<file path="config.mk">
export PLATFORM = sky130hd
export DESIGN_NAME = alu_arbiter
export DESIGN_NICKNAME = d
export VERILOG_FILES = /design/src/rtl/alu_pkg.sv /design/src/rtl/alu_rr_pick.sv /design/src/rtl/alu_arbiter.sv
export SDC_FILE = /design/constraint.sdc
export NUM_CORES = 1
export LEC_CHECK = 0
export CAP_MARGIN = 10
export CORE_ASPECT_RATIO = 1.75
export CORE_MARGIN = 2
export CORE_UTILIZATION = 42
export CTS_CLUSTER_DIAMETER = 60
export CTS_CLUSTER_SIZE = 14
export DETAILED_ROUTE_END_ITERATION = 10
export GPL_ROUTABILITY_DRIVEN = 0
export GPL_TIMING_DRIVEN = 0
export PLACE_DENSITY = 0.87
export SETUP_SLACK_MARGIN = 0.3
export SLEW_MARGIN = 20
export SYNTH_ARGS = -nofsm -noshare
export SYNTH_HDL_FRONTEND = slang
export SYNTH_SLANG_ARGS = --single-unit
</file>
<file path="constraint.sdc">
create_clock -name clk -period 6.4 [get_ports clk]
set_clock_uncertainty 0.05 [all_clocks]
set_input_delay 1.6 -clock clk [delete_from_list [all_inputs] [get_ports clk]]
set_output_delay 1.6 -clock clk [all_outputs]
set_load 0.005 [all_outputs]
</file>
<file path="src/rtl/alu_pkg.sv">
// Shared definitions for the ALU arbiter: op codes, FSM state encoding and
// datapath width.
package alu_pkg;

  localparam int DATA_W = 32;

  typedef enum logic [1:0] {
    ALU_ADD = 2'b00,
    ALU_SUB = 2'b01,
    ALU_OR  = 2'b10,
    ALU_ILL = 2'b11
  } alu_op_e;

  typedef enum logic [1:0] {
    ST_IDLE = 2'b00,
    ST_WAIT = 2'b01,
    ST_RESP = 2'b10
  } arb_state_e;

  function automatic logic is_illegal(input logic [1:0] ctrl);
    return (ctrl == ALU_ILL);
  endfunction

endpackage

</file>
<file path="src/rtl/alu_rr_pick.sv">
// Two-way round-robin pick: on contention the requester that was not served
// last wins; a lone requester always wins.
module alu_rr_pick
  import alu_pkg::*;
(
  input  logic valid0_i,
  input  logic valid1_i,
  input  logic last_i,
  output logic grant_o,
  output logic any_o
);

  // Grant index selection
  always_comb begin
    grant_o = 1'b0;
    if (valid0_i && valid1_i) begin
      grant_o = ~last_i;
    end else if (valid1_i) begin
      grant_o = 1'b1;
    end else begin
      grant_o = 1'b0;
    end
  end

  assign any_o = valid0_i | valid1_i;

endmodule

</file>
<file path="src/rtl/alu_arbiter.sv">
// Shares one registered-latency ALU between two valid/ready requesters and
// returns each result, tagged with the requester id, on a single response port.
module alu_arbiter
  import alu_pkg::*;
#(
  parameter int ALU_LAT = 1
) (
  input  logic              clk,
  input  logic              rst,
  input  logic              req0_valid,
  output logic              req0_ready,
  input  logic [DATA_W-1:0] req0_da,
  input  logic [DATA_W-1:0] req0_db,
  input  logic [1:0]        req0_ctrl,
  input  logic              req1_valid,
  output logic              req1_ready,
  input  logic [DATA_W-1:0] req1_da,
  input  logic [DATA_W-1:0] req1_db,
  input  logic [1:0]        req1_ctrl,
  output logic              rsp_valid,
  input  logic              rsp_ready,
  output logic              rsp_id,
  output logic [DATA_W-1:0] rsp_dc,
  output logic              rsp_zero,
  output logic              rsp_ovf,
  output logic              rsp_err,
  output logic [DATA_W-1:0] alu_da,
  output logic [DATA_W-1:0] alu_db,
  output logic [1:0]        alu_ctrl,
  input  logic [DATA_W-1:0] alu_dc,
  input  logic              alu_zero,
  input  logic              alu_ovf
);

  localparam int CNT_W = $clog2(ALU_LAT + 1);

  arb_state_e        state_q, state_d;
  logic [CNT_W-1:0]  cnt_q, cnt_d;
  logic              last_q, last_d;
  logic              id_q, id_d;
  logic              err_q, err_d;
  logic [DATA_W-1:0] alu_da_q, alu_da_d;
  logic [DATA_W-1:0] alu_db_q, alu_db_d;
  logic [1:0]        alu_ctrl_q, alu_ctrl_d;
  logic              rsp_valid_q, rsp_valid_d;
  logic              rsp_id_q, rsp_id_d;
  logic [DATA_W-1:0] rsp_dc_q, rsp_dc_d;
  logic              rsp_zero_q, rsp_zero_d;
  logic              rsp_ovf_q, rsp_ovf_d;
  logic              rsp_err_q, rsp_err_d;

  logic              grant;
  logic              any_valid;
  logic              sel_valid;
  logic [DATA_W-1:0] sel_da;
  logic [DATA_W-1:0] sel_db;
  logic [1:0]        sel_ctrl;
  logic              accept;

  alu_rr_pick u_pick (
    .valid0_i (req0_valid),
    .valid1_i (req1_valid),
    .last_i   (last_q),
    .grant_o  (grant),
    .any_o    (any_valid)
  );

  assign sel_valid = grant ? req1_valid : req0_valid;
  assign sel_da    = grant ? req1_da    : req0_da;
  assign sel_db    = grant ? req1_db    : req0_db;
  assign sel_ctrl  = grant ? req1_ctrl  : req0_ctrl;
  assign accept    = (state_q == ST_IDLE) && any_valid && sel_valid;

  assign req0_ready = (state_q == ST_IDLE) && !grant && req0_valid;
  assign req1_ready = (state_q == ST_IDLE) &&  grant && req1_valid;

  // Next-state, counter and datapath register updates
  always_comb begin
    state_d     = state_q;
    cnt_d       = cnt_q;
    last_d      = last_q;
    id_d        = id_q;
    err_d       = err_q;
    alu_da_d    = alu_da_q;
    alu_db_d    = alu_db_q;
    alu_ctrl_d  = alu_ctrl_q;
    rsp_valid_d = rsp_valid_q;
    rsp_id_d    = rsp_id_q;
    rsp_dc_d    = rsp_dc_q;
    rsp_zero_d  = rsp_zero_q;
    rsp_ovf_d   = rsp_ovf_q;
    rsp_err_d   = rsp_err_q;

    case (state_q)
      ST_IDLE: begin
        if (accept) begin
          id_d    = grant;
          last_d  = grant;
          cnt_d   = CNT_W'(ALU_LAT);
          err_d   = is_illegal(sel_ctrl);
          state_d = ST_WAIT;
          // An illegal op leaves the ALU inputs on the previous operation.
          if (!is_illegal(sel_ctrl)) begin
            alu_da_d   = sel_da;
            alu_db_d   = sel_db;
            alu_ctrl_d = sel_ctrl;
          end else begin
            alu_da_d   = alu_da_q;
            alu_db_d   = alu_db_q;
            alu_ctrl_d = alu_ctrl_q;
          end
        end else begin
          state_d = ST_IDLE;
        end
      end
      ST_WAIT: begin
        if (cnt_q == {CNT_W{1'b0}}) begin
          rsp_valid_d = 1'b1;
          rsp_id_d    = id_q;
          state_d     = ST_RESP;
          if (err_q) begin
            rsp_dc_d   = {DATA_W{1'b0}};
            rsp_zero_d = 1'b0;
            rsp_ovf_d  = 1'b0;
            rsp_err_d  = 1'b1;
          end else begin
            rsp_dc_d   = alu_dc;
            rsp_zero_d = alu_zero;
            rsp_ovf_d  = alu_ovf;
            rsp_err_d  = 1'b0;
          end
        end else begin
          cnt_d = cnt_q - CNT_W'(1);
        end
      end
      ST_RESP: begin
        if (rsp_ready) begin
          rsp_valid_d = 1'b0;
          state_d     = ST_IDLE;
        end else begin
          state_d = ST_RESP;
        end
      end
      default: begin
        state_d = ST_IDLE;
      end
    endcase
  end

  // State and output registers
  always_ff @(posedge clk or posedge rst) begin
    if (rst) begin
      state_q     <= ST_IDLE;
      cnt_q       <= {CNT_W{1'b0}};
      last_q      <= 1'b1;
      id_q        <= 1'b0;
      err_q       <= 1'b0;
      alu_da_q    <= {DATA_W{1'b0}};
      alu_db_q    <= {DATA_W{1'b0}};
      alu_ctrl_q  <= 2'b00;
      rsp_valid_q <= 1'b0;
      rsp_id_q    <= 1'b0;
      rsp_dc_q    <= {DATA_W{1'b0}};
      rsp_zero_q  <= 1'b0;
      rsp_ovf_q   <= 1'b0;
      rsp_err_q   <= 1'b0;
    end else begin
      state_q     <= state_d;
      cnt_q       <= cnt_d;
      last_q      <= last_d;
      id_q        <= id_d;
      err_q       <= err_d;
      alu_da_q    <= alu_da_d;
      alu_db_q    <= alu_db_d;
      alu_ctrl_q  <= alu_ctrl_d;
      rsp_valid_q <= rsp_valid_d;
      rsp_id_q    <= rsp_id_d;
      rsp_dc_q    <= rsp_dc_d;
      rsp_zero_q  <= rsp_zero_d;
      rsp_ovf_q   <= rsp_ovf_d;
      rsp_err_q   <= rsp_err_d;
    end
  end

  assign alu_da    = alu_da_q;
  assign alu_db    = alu_db_q;
  assign alu_ctrl  = alu_ctrl_q;
  assign rsp_valid = rsp_valid_q;
  assign rsp_id    = rsp_id_q;
  assign rsp_dc    = rsp_dc_q;
  assign rsp_zero  = rsp_zero_q;
  assign rsp_ovf   = rsp_ovf_q;
  assign rsp_err   = rsp_err_q;

endmodule
</file>
# Word-level counts from Yosys, hierarchy flattened
# Cells that the tools add are included.
[op_classes]
n_reduce_logical = 16
add_sub_neg = 1
bitwise = 4
eq_ne = 6
mux = 20
[op_table]
columns = ["operator", "n"]
rows = [
  ["2-to-1 mux 32 bit", 3],
  ["2-to-1 mux 1 bit", 11],
  ["logical AND 1 bit", 7],
  ["2-to-1 mux 2 bit", 3],
  ["!= test 2 bit (second input constant)", 3],
  ["case mux 2 bit (3 select lines)", 1],
  ["AND reduction 2 bit", 3],
  ["AND reduction 3 bit", 2],
  ["equality test 2 bit (second input constant)", 2],
  ["case mux 1 bit (2 select lines)", 2],
  ["nonzero test 2 bit", 2],
  ["inverter 1 bit", 3],
  ["equality test 2 x 1 -> 1 bit (second input constant)", 1],
  ["logical NOT 2 bit", 1],
  ["logical NOT 1 bit", 1],
  ["OR 1 bit", 1],
  ["subtractor 1 bit (second input constant)", 1],
]
[word_totals]
out_inout_bits = 105
inputBits = 171
elab_cells = 61
reg_bits = 109

# Longest topological paths before layout
# Gate-level depths: netlist of the first run.
[logic_depth]
ltp_word = 6
depth_mapped = 7
mapped_depth_nobuf = 5

# Modules after synthesis
# A second synthesis of the first run with hierarchy kept.
[unflattened]
cells_unflattened = 405
hier_area_um2 = 5368.9
[modules_own_cells]
columns = ["module", "cells_each", "n_inst", "seq_area_each_um2", "area_per_inst_um2"]
rows = [
  ["alu_arbiter", 403, 1, 2728.9, 5355.1],
  ["alu_rr_pick", 2, 1, 0.0, 13.8],
]

# Worst setup path before layout of the first run
# OpenSTA, ideal clock, no wires.
[synth_path]
path_type = "input to output"
startpoint = "input port req0_valid"
endpoint = "output port req1_ready"
slack_ps = 2600
cell_stages = 4
t_arrival_ps = 2150
required_time_ps = 4750
n_path_buf = 1
cell_sequence = "nand2_1 nand2_2 clkbuf_1 nor3_1"
[synth_via]
elab_chain_len = 4
[synth_rtl]
columns = ["element", "line_no", "text"]
rows = [
  ["start: declaration", "alu_arbiter.sv:10", "input logic req0_valid,"],
  ["logical AND 1 bit", "alu_rr_pick.sv:16", "if (valid0_i && valid1_i) begin"],
  ["2-to-1 mux 1 bit", "alu_rr_pick.sv:16", ""],
  ["logical AND 1 bit (2 in series)", "alu_arbiter.sv:75", "assign req1_ready = (state_q == ST_IDLE) && grant && req1_valid;"],
  ["end: declaration", "alu_arbiter.sv:16", "output logic req1_ready,"],
]
# No other way between the ends.

# Worst setup path in the final report of the first run
[layout_path]
startpoint = "input port req1_valid"
endpoint = "output port req1_ready"
[layout_via]
elab_chain_len = 4
elab_cells_between_ends = 5
cone_classes = "mux (2); reduce/logical (3)"
[layout_rtl]
columns = ["element", "line_no", "text"]
rows = [
  ["start: declaration", "alu_arbiter.sv:15", "input logic req1_valid,"],
  ["2-to-1 mux 1 bit / logical AND 1 bit (equally long branches)", "alu_rr_pick.sv:18, alu_rr_pick.sv:16", ""],
  ["2-to-1 mux 1 bit", "alu_rr_pick.sv:16", ""],
  ["logical AND 1 bit", "alu_arbiter.sv:75", ""],
  ["logical AND 1 bit *", "alu_arbiter.sv:75", ""],
]
# Mark *: on every way between the ends. The rest lies on a longest branch, timed or not.

==> results.json, run 1 <==
{
  "multi_input_comb_area_um2": 1960,
  "fin_nets": 1010,
  "drt-vias-per-instance": 5.37,
  "diode_insertion_count_for_antenna_repair": 0,
  "clock.fmax_mhz": 193,
  "routed-via-count": 5260,
  "post-place-ws_ps": 1220,
  "initial_cell_density_of_the_core_pct": 42.9,
  "drive_gt1_share_pct": 4.98,
  "crit_path_start": "req1_valid",
  "post-route-min-period_ps": 5180,
  "worst-path-max-fanout": 10,
  "cts_hold_bufs": 0,
  "crit_path_start_kind": "primary input",
  "globalRouteMet3Util_pct": 5.34,
  "max-vdd-ir-drop_mv": 0.232,
  "dp.final_hpwl_mm": 13.4,
  "tritoncts": "built",
  "timing.final.hold_violations": 0,
  "layout_commonest_cell": "clkdlybuf4s50_1",
  "synth_cell_area_um2": 4910,
  "number_of_instances_in_the_synthesized_netlist": 552,
  "clock_path_buffers": 2,
  "grtUsageMet1_pct": 29.2,
  "worst_hold_path_type": "flip-flop to flip-flop",
  "p_per_area_nw_per_um2": 426,
  "max-cap-violations": 0,
  "coreArea_um2": 11500,
  "first_global_vias": 5449,
  "global_route.usage.total_pct": 26.9,
  "number_of_inserted_filler_cells_in_the_final_layout": 842,
  "synth_sequential_area_ratio_pct": 55.6,
  "final.setup.tns_ps": 0,
  "post_drt_wl_per_cell_um": 17.2,
  "max-slew-margin-rel_pct": 62.1,
  "grt_max_degree": 61,
  "worst_hold_slack_ps": 433,
  "cts.htree.levels": 3,
  "yosysWarnings": 0,
  "die_area_um2": 12600,
  "final_max_slew_viol_count": 0,
  "grt_overflow": 0,
  "area.sequential_um2": 2730,
  "clkLatencyLatePin_ps": 350,
  "synthDistinctLibCells": 24,
  "synth.area.top_cells": "dfrtp_1 55%, nand2_1 13%, a31oi_1 8.3%",
  "post-cts-setup-buffer-count": 0,
  "r2r_end": "alu_da[3]",
  "outcome": "finished clean",
  "setup_repair_after_global_routing_missed_its_margin": "no",
  "cts_inserted_buffers": 9,
  "critical_path.reg2reg.startpoint": "last_q",
  "reg2reg_depth": 7,
  "number_of_nets_with_antenna_violations_after_routing": 0,
  "antenna_found_initial": 0,
  "grt.busiest_layer": "met2",
  "drc": 0,
  "finish.cell_count_without_fillers": 979,
  "timing.reg2reg.setup_slack_ps": 4220,
  "yosys.area.top_type_share_pct": 55.1,
  "leakage_nw": 3.36,
  "syn-mean-instance-area_um2": 8.89,
  "number_of_top_level_pins": 276,
  "postSynthRegisterBits": 109,
  "grt_first_pass_wirelength_mm": 26.8,
  "timing_worst_slew_pin_value_ps": 569,
  "placed_cells_incl_taps": 963,
  "die_height_um": 147,
  "io_buffer_count": 275,
  "p_total_w": 0.00348,
  "drt_pass1_iterations": 4,
  "die_width_um": 85.7,
  "cts_resized": 0,
  "min_period_over_period_pct": 81.0,
  "setup-violations-final": 0,
  "root_buffer": "clkbuf_16",
  "arrival_ps": 3530,
  "worst_setup_path_category": "primary input to output pin",
  "postSynthNetCount": 723,
  "drt_iter0_drc": 210,
  "postRouteWirelength_mm": 16.8,
  "numClockSinks": 109,
  "clk_pin_slew_worst_paths_ps": 80,
  "critical_path.endpoint_type": "output pin",
  "mostFrequentLayoutCells": "275 x clkdlybuf4s50_1, 166 x nand2_1, 108 x dfrtp_1, 65 x nor3_1, 65 x a31oi_1",
  "worst_ep_required_time_ps": 4750,
  "area_growth_syn_to_layout_pct": 66.2,
  "setup_ws_ps": 1220,
  "std_cell_rows": 52,
  "endpoint": "req1_ready",
  "cell_taking_the_most_area_after_synthesis": "dfrtp_1",
  "grt_use_met2_pct": 48.9
}
==> where the power goes <==
| group | switching, W | internal (W) | leakage, nW |
|---|---|---|---|
| registers | 0.000193 | 0.00102 | 1.28 |
| clock network | 0.000268 | 0.000282 | 0.139 |
| logic | 0.000759 | 0.000956 | 1.93 |
| total | 0.00122 | 0.00226 | 3.36 |
==> registers in the layout, summed over array words and instances (netlist names) <==
name / count
alu_da: 32
alu_db: 32
rsp_dc: 32
alu_ctrl: 2
state_q: 2
cnt_q: 1
err_q: 1
id_q: 1
last_q: 1
rsp_err: 1
rsp_id: 1
rsp_ovf: 1
rsp_valid: 1
rsp_zero: 1
==> layer usage <==
| metal | vias to the layer above | share of wire [%] |
|---|---|---|
| met5 | - | 0 |
| met4 | 0 | 4.0 |
| met3 | 50 | 7.4 |
| met2 | 274 | 54 |
| met1 | 2484 | 34 |
| li1 | 2452 | - |
==> cell usage after synthesis <==
library cell  number
nand2_1          166
dfrtp_1          108
a31oi_1           65
nor3_1            65
nand2b_1          35
o21ai_0           34
clkbuf_1          29
nor2_1            11
buf_2              9
buf_4              8
a21oi_1            5
a2111oi_4          2
inv_1              2
mux2_2             2
nor2b_1            2
a21o_1             1
a31o_2             1
and2_1             1
and3_1             1
dfstp_2            1
nand2_2            1
o21a_1             1
o31ai_1            1
or2_1              1
==> through the flow <==
stage          utilization (%)  area [um2]
5_1_grt                   71.2        8160
6_report                  71.2        8160
3_3_place_gp              68.4        7830
4_1_cts                   71.2        8160
3_5_place_dp              68.7        7860
2_1_floorplan                -        4910
==> cell type report <==
type,count,area share [%]
clock inverters,6,0.675
multi-input cells,395,24.0
plain buffers,46,2.62
flip-flops and latches,109,33.5
well taps,135,2.07
clock buffers,10,2.93
repair buffers,276,34.1
inverters,2,0.153
==> cells by family after synthesis <==
logic type / Yosys count / share of synthesized area (%)
flops: 109 / 55.6
compound gates: 110 / 14.0
simple gates: 283 / 25.4
mux: 2 / 0.459
buf+inv: 48 / 4.51
==> how the worst min path moves through the flow <==
stage                  to  cells after the start        from  slack, ps
2_1_floorplan        id_q                      2        id_q        410
3_3_place_gp    rsp_dc[9]                      2   rsp_dc[9]        410
3_5_place_dp   rsp_dc[21]                      2  rsp_dc[21]        420
4_1_cts        rsp_dc[21]                      2  rsp_dc[21]        440
5_1_grt         rsp_dc[6]                      2   rsp_dc[6]        460
6_report       rsp_dc[21]                      2  rsp_dc[21]        430
==> worst max-delay path: stages <==
cell and delay, ps:
clkdlybuf4s50_1 610, nand2_2 160, clkbuf_1 290, nor3_1 300
clkdlybuf4s50_1 580
No activity file was read; power rests on OpenSTA's default activity.
==> run 2, diff against run 1 <==
CORE_UTILIZATION = 35   (was 42)
PLACE_DENSITY = 0.77   (was 0.87)
clock period = 4.75 ns   (was 6.4 ns; I/O delays follow)
==> run 2 against run 1 <==
  * Cell area rose by 0.74%
  * Final cell count is 4.3% higher
  * Routed wire length fell by 1.4%
  * Die area rose by 19%
  * Worst setup slack worse by 760 ps
  * Clock power up 39%
  * Global-route usage is 4.2 points lower
  * Clock-buffer cell count unchanged
  * Critical path depth increased by 1
  * Critical path type unchanged
  * Critical endpoint unchanged
==> results.json, run 2 (synthesis results as in run 1) <==
{
  "max-cap-violations": 0,
  "drc": 0,
  "die_area_um2": 15000,
  "final_max_slew_viol_count": 0,
  "first_global_vias": 5258,
  "leakage_nw": 3.37,
  "wirelength_met1_mm": 6.10,
  "drt_pass1_iterations": 4,
  "post-route-min-period_ps": 4300,
  "drt_iter0_drc": 195,
  "timing_worst_slew_pin_value_ps": 598,
  "coreArea_um2": 13800,
  "dp.final_hpwl_mm": 12.9,
  "cts_resized": 0,
  "numClockSinks": 109,
  "outcome": "finished clean",
  "number_of_inserted_filler_cells_in_the_final_layout": 1241,
  "number_of_top_level_pins": 276,
  "utilization_pct": 59.7,
  "post_drt_wl_per_cell_um": 16.3,
  "grt_max_degree": 62,
  "antenna_found_initial": 0,
  "drt-vias-per-instance": 4.88,
  "worst_setup_path_category": "primary input to output pin",
  "area.sequential_um2": 2730,
  "die_height_um": 161,
  "routed.top_layer": "met4",
  "setup-violations-final": 0,
  "p_per_area_nw_per_um2": 569,
  "routed-via-count": 4984,
  "reg2reg_depth": 7,
  "multi_input_comb_area_um2": 1960,
  "cts.htree.levels": 3,
  "layout_commonest_cell": "clkdlybuf4s50_1",
  "grt_first_pass_wirelength_mm": 26.9,
  "worst_hold_path_type": "flip-flop to flip-flop",
  "clk_pin_slew_worst_paths_ps": 70,
  "met3RoutedLength_um": 919,
  "critical_path.endpoint_type": "output pin",
  "number_of_nets_with_antenna_violations_after_routing": 0,
  "postRouteWirelength_mm": 16.6,
  "fin_nets": 1010,
  "crit_path_start_kind": "primary input",
  "arrival_ps": 3060,
  "cts_hold_bufs": 0,
  "std_cell_rows": 57,
  "clock_path_buffers": 2,
  "root_buffer": "clkbuf_16",
  "clock.fmax_mhz": 233,
  "post-cts-setup-buffer-count": 0,
  "worst_hold_slack_ps": 430,
  "tritoncts": "built",
  "clkLatencyLatePin_ps": 340,
  "die_width_um": 93.5,
  "initial_cell_density_of_the_core_pct": 35.7,
  "met2WireLength_mm": 8.96,
  "setup_repair_after_global_routing_missed_its_margin": "no",
  "whs_path_depth": 2,
  "mostFrequentLayoutCells": "275 x clkdlybuf4s50_1, 166 x nand2_1, 108 x dfrtp_1, 65 x nor3_1, 65 x a31oi_1",
  "max-slew-margin-rel_pct": 60.1,
  "grt_overflow": 0,
  "max-vdd-ir-drop_mv": 0.274,
  "cts_inserted_buffers": 9,
  "drive_gt1_share_pct": 4.98,
  "global_route.usage.total_pct": 22.7,
  "worst-path-max-fanout": 10,
  "min_period_over_period_pct": 90.4,
  "diode_insertion_count_for_antenna_repair": 0,
  "area_growth_syn_to_layout_pct": 67.4,
  "io_buffer_count": 275,
  "worst_ep_required_time_ps": 3510,
  "timing.final.hold_violations": 0
}
run 2: metrics by stage:
step	cells	power (W)	TNS (ps)	setup WS, ps	instance area [um2]
floorplan	552	0.00264	0	640	4910
global placement	1004	0.00391	-117150	-1090	7880
detailed placement	1005	0.00396	0	439	7910
CTS	1021	0.00474	0	439	8220
global route	1021	0.00503	0	321	8220
finish	1021	0.00468	0	454	8220
run 2: path summary, 6_finish.rpt:
kind	start	to	slack (ps)
setup / recovery	req0_valid	req1_ready	450
hold / removal	rsp_dc[17]	rsp_dc[17]	430
setup reg to reg	last_q	alu_da[6]	2550
hold reg to reg	rsp_dc[17]	rsp_dc[17]	430
max in group asynchronous	rst	last_q	2670
min in group asynchronous	rst	alu_ctrl[0]	1240
run 2: report_power, final:
group	internal [W]	switching, W	leakage, nW
combinational	0.00129	0.00100	1.93
sequential	0.00137	0.000248	1.28
clock	0.000386	0.000377	0.149
total	0.00305	0.00163	3.37
run 2: per-layer routing:
layer  GRT usage, %  up-vias
met5              0        -
met4           9.63        0
met3           4.50       39
met2           41.0      187
met1           25.5     2308
li1               -     2450
run 2: critical path, cell delays in order:
cell	delay, ps
clkdlybuf4s50_1	570
nand2_1	100
nand2_2	160
clkbuf_1	460
nor3_1	90
clkdlybuf4s50_1	480
run 2: cell type report:
type / count / share of cell area, %
timing repair buffer: 276 / 33.8
sequential: 109 / 33.2
multi-input combinational: 395 / 23.8
clock buffer: 10 / 2.91
tap: 177 / 2.70
buffer: 46 / 2.60
clock inverter: 6 / 0.761
inverter: 2 / 0.152
==> run 3, diff against run 2 <==
CORE_MARGIN = not set   (was 2)
CTS_CLUSTER_SIZE = 30   (was 14)
GPL_TIMING_DRIVEN = not set   (was 0)
==> run 3 against run 2 <==
  * Flip-flop and latch count is the same
  * Die area decreased by 3.4%
  * Sequential power up 3%
  * Sequential share of layout area is 0.79 points higher
  * Worst setup slack improved by 440 ps
  * Utilization is 0.34 points lower
  * Largest power group unchanged
==> results.json, run 3 (synthesis results as in run 1) <==
{
  "outcome": "finished clean",
  "coreArea_um2": 13500,
  "io_buffer_count": 275,
  "number_of_top_level_pins": 276,
  "crit_buf_inv": 2,
  "grt_first_pass_wirelength_mm": 24.5,
  "worst_hold_path_type": "flip-flop to flip-flop",
  "worst_setup_path_category": "primary input to output pin",
  "arrival_ps": 2620,
  "post-cts-setup-buffer-count": 0,
  "die_width_um": 91.5,
  "postRouteWirelength_mm": 15.9,
  "mostFrequentLayoutCells": "275 x clkdlybuf4s50_1, 165 x nand2_1, 108 x dfrtp_1, 65 x nor3_1, 65 x a31oi_1",
  "routed-via-count": 4961,
  "number_of_nets_with_antenna_violations_after_routing": 0,
  "min_period_over_period_pct": 81.3,
  "net_switching_power_w": 0.00158,
  "cts_inserted_buffers": 9,
  "timing.final.hold_violations": 0,
  "p_per_area_nw_per_um2": 569,
  "cp_common_cell": "clkdlybuf4s50_1",
  "post-place-ws_ps": 908,
  "timing_worst_slew_pin_value_ps": 837,
  "timing.critical_path.max_delay_family": "buffers and inverters",
  "max-cap-violations": 0,
  "setup-violations-final": 0,
  "fin_nets": 970,
  "tritoncts": "built",
  "critical_path_cell_sequence": "clkdlybuf4s50_1, nand2b_1, and3_1, clkdlybuf4s50_1",
  "post_drt_wl_per_cell_um": 16.3,
  "critical-path-slowest-cell": "clkdlybuf4s50_1",
  "drt_pass1_iterations": 4,
  "root_buffer": "clkbuf_16",
  "cts.htree.levels": 3,
  "crit_path_start_kind": "primary input",
  "worst_ep_required_time_ps": 3510,
  "clk_pin_slew_worst_paths_ps": 60,
  "drt-vias-per-instance": 5.07,
  "drc": 0,
  "dp.final_hpwl_mm": 11.6,
  "p_seq_share_pct": 36.6,
  "share_clk_of_total_power_pct": 15.7,
  "initial_cell_density_of_the_core_pct": 36.3,
  "global_route.usage.total_pct": 21.7,
  "area.sequential_um2": 2730,
  "clkLatencyLatePin_ps": 330,
  "final.setup.tns_ps": 0,
  "max-slew-margin-rel_pct": 44.2,
  "setup_repair_after_global_routing_missed_its_margin": "no",
  "numClockSinks": 109,
  "number_of_inserted_filler_cells_in_the_final_layout": 1131,
  "clock.fmax_mhz": 259,
  "die_height_um": 159,
  "area_growth_syn_to_layout_pct": 63.5,
  "first_global_vias": 4989,
  "grt_overflow": 0,
  "leakage_nw": 3.27,
  "drive_gt1_share_pct": 4.10,
  "grt_max_degree": 85,
  "cts_resized": 0,
  "antenna_found_initial": 1,
  "comb_power_share_pct": 47.7,
  "std_cell_rows": 56,
  "utilization_pct": 59.3,
  "netSwitchingFraction_pct": 34.6,
  "cts_hold_bufs": 0,
  "max-vdd-ir-drop_mv": 0.274,
  "diode_insertion_count_for_antenna_repair": 0,
  "worst_path_largest_cell_delay_ps": 550,
  "clock_path_buffers": 2,
  "post-route-min-period_ps": 3860,
  "worst-path-max-fanout": 8,
  "critical_path.endpoint_type": "output pin",
  "final_max_slew_viol_count": 0,
  "p_int_w": 0.00299,
  "layout_commonest_cell": "clkdlybuf4s50_1",
  "die_area_um2": 14500,
  "multi_input_comb_area_um2": 1970,
  "drt_iter0_drc": 219,
  "setup_ws_ps": 890
}
run 3: final cells by class:
class	instances	area share [%]
Timing Repair Buffer	282	35.1
Sequential cell	109	34.0
Multi-Input combinational cell	395	24.5
Clock buffer	11	3.02
Tap cell	174	2.71
Clock inverter	5	0.499
Inverter	2	0.156
run 3: stage by stage:
step | power [W] | cells | cell area, um2 | hold slack [ps]
after floorplan | 0.00264 | 552 | 4910 | 409
after global placement | 0.00380 | 962 | 7730 | 413
after detailed placement | 0.00388 | 962 | 7730 | 424
after CTS | 0.00461 | 978 | 8020 | 439
after global routing | 0.00489 | 978 | 8030 | 471
final | 0.00457 | 978 | 8030 | 435
run 3: metal layers:
| metal | routed length (um) | global-route usage [%] |
|---|---|---|
| met1 | 5610 | 22.6 |
| met2 | 8880 | 41.6 |
| met3 | 952 | 4.58 |
| met4 | 457 | 9.07 |
| met5 | 13 | 0 |
run 3: tightest hold or removal path: cells and delay by family (launching register included):
kind,cells,cell delay [ps]
DFF,1,340
AOI/OAI and AO/OA,1,60
and+or+nand+nor,1,40
run 3: path summary, 6_finish.rpt:
kind	from	to	slack [ps]	cells past startpoint
worst max-delay path	req1_valid	req0_ready	890	4
worst min-delay path	rsp_dc[24]	rsp_dc[24]	440	2
worst max register to register	last_q	alu_da[6]	2230	7
worst min register to register	rsp_dc[24]	rsp_dc[24]	440	2
max in group asynchronous	rst	alu_da[8]	2510	3
min in group asynchronous	rst	rsp_dc[25]	1290	2
run 3: power by group through the flow:
stage / sequential, W / clock [W] / combinational [W]
CTS: 0.00167 / 0.000736 / 0.00220
finish: 0.00167 / 0.000718 / 0.00218
global placement: 0.00166 / 0 / 0.00214
floorplan: 0.00165 / 0 / 0.000989
detailed placement: 0.00169 / 0 / 0.00219
global route: 0.00174 / 0.000777 / 0.00237
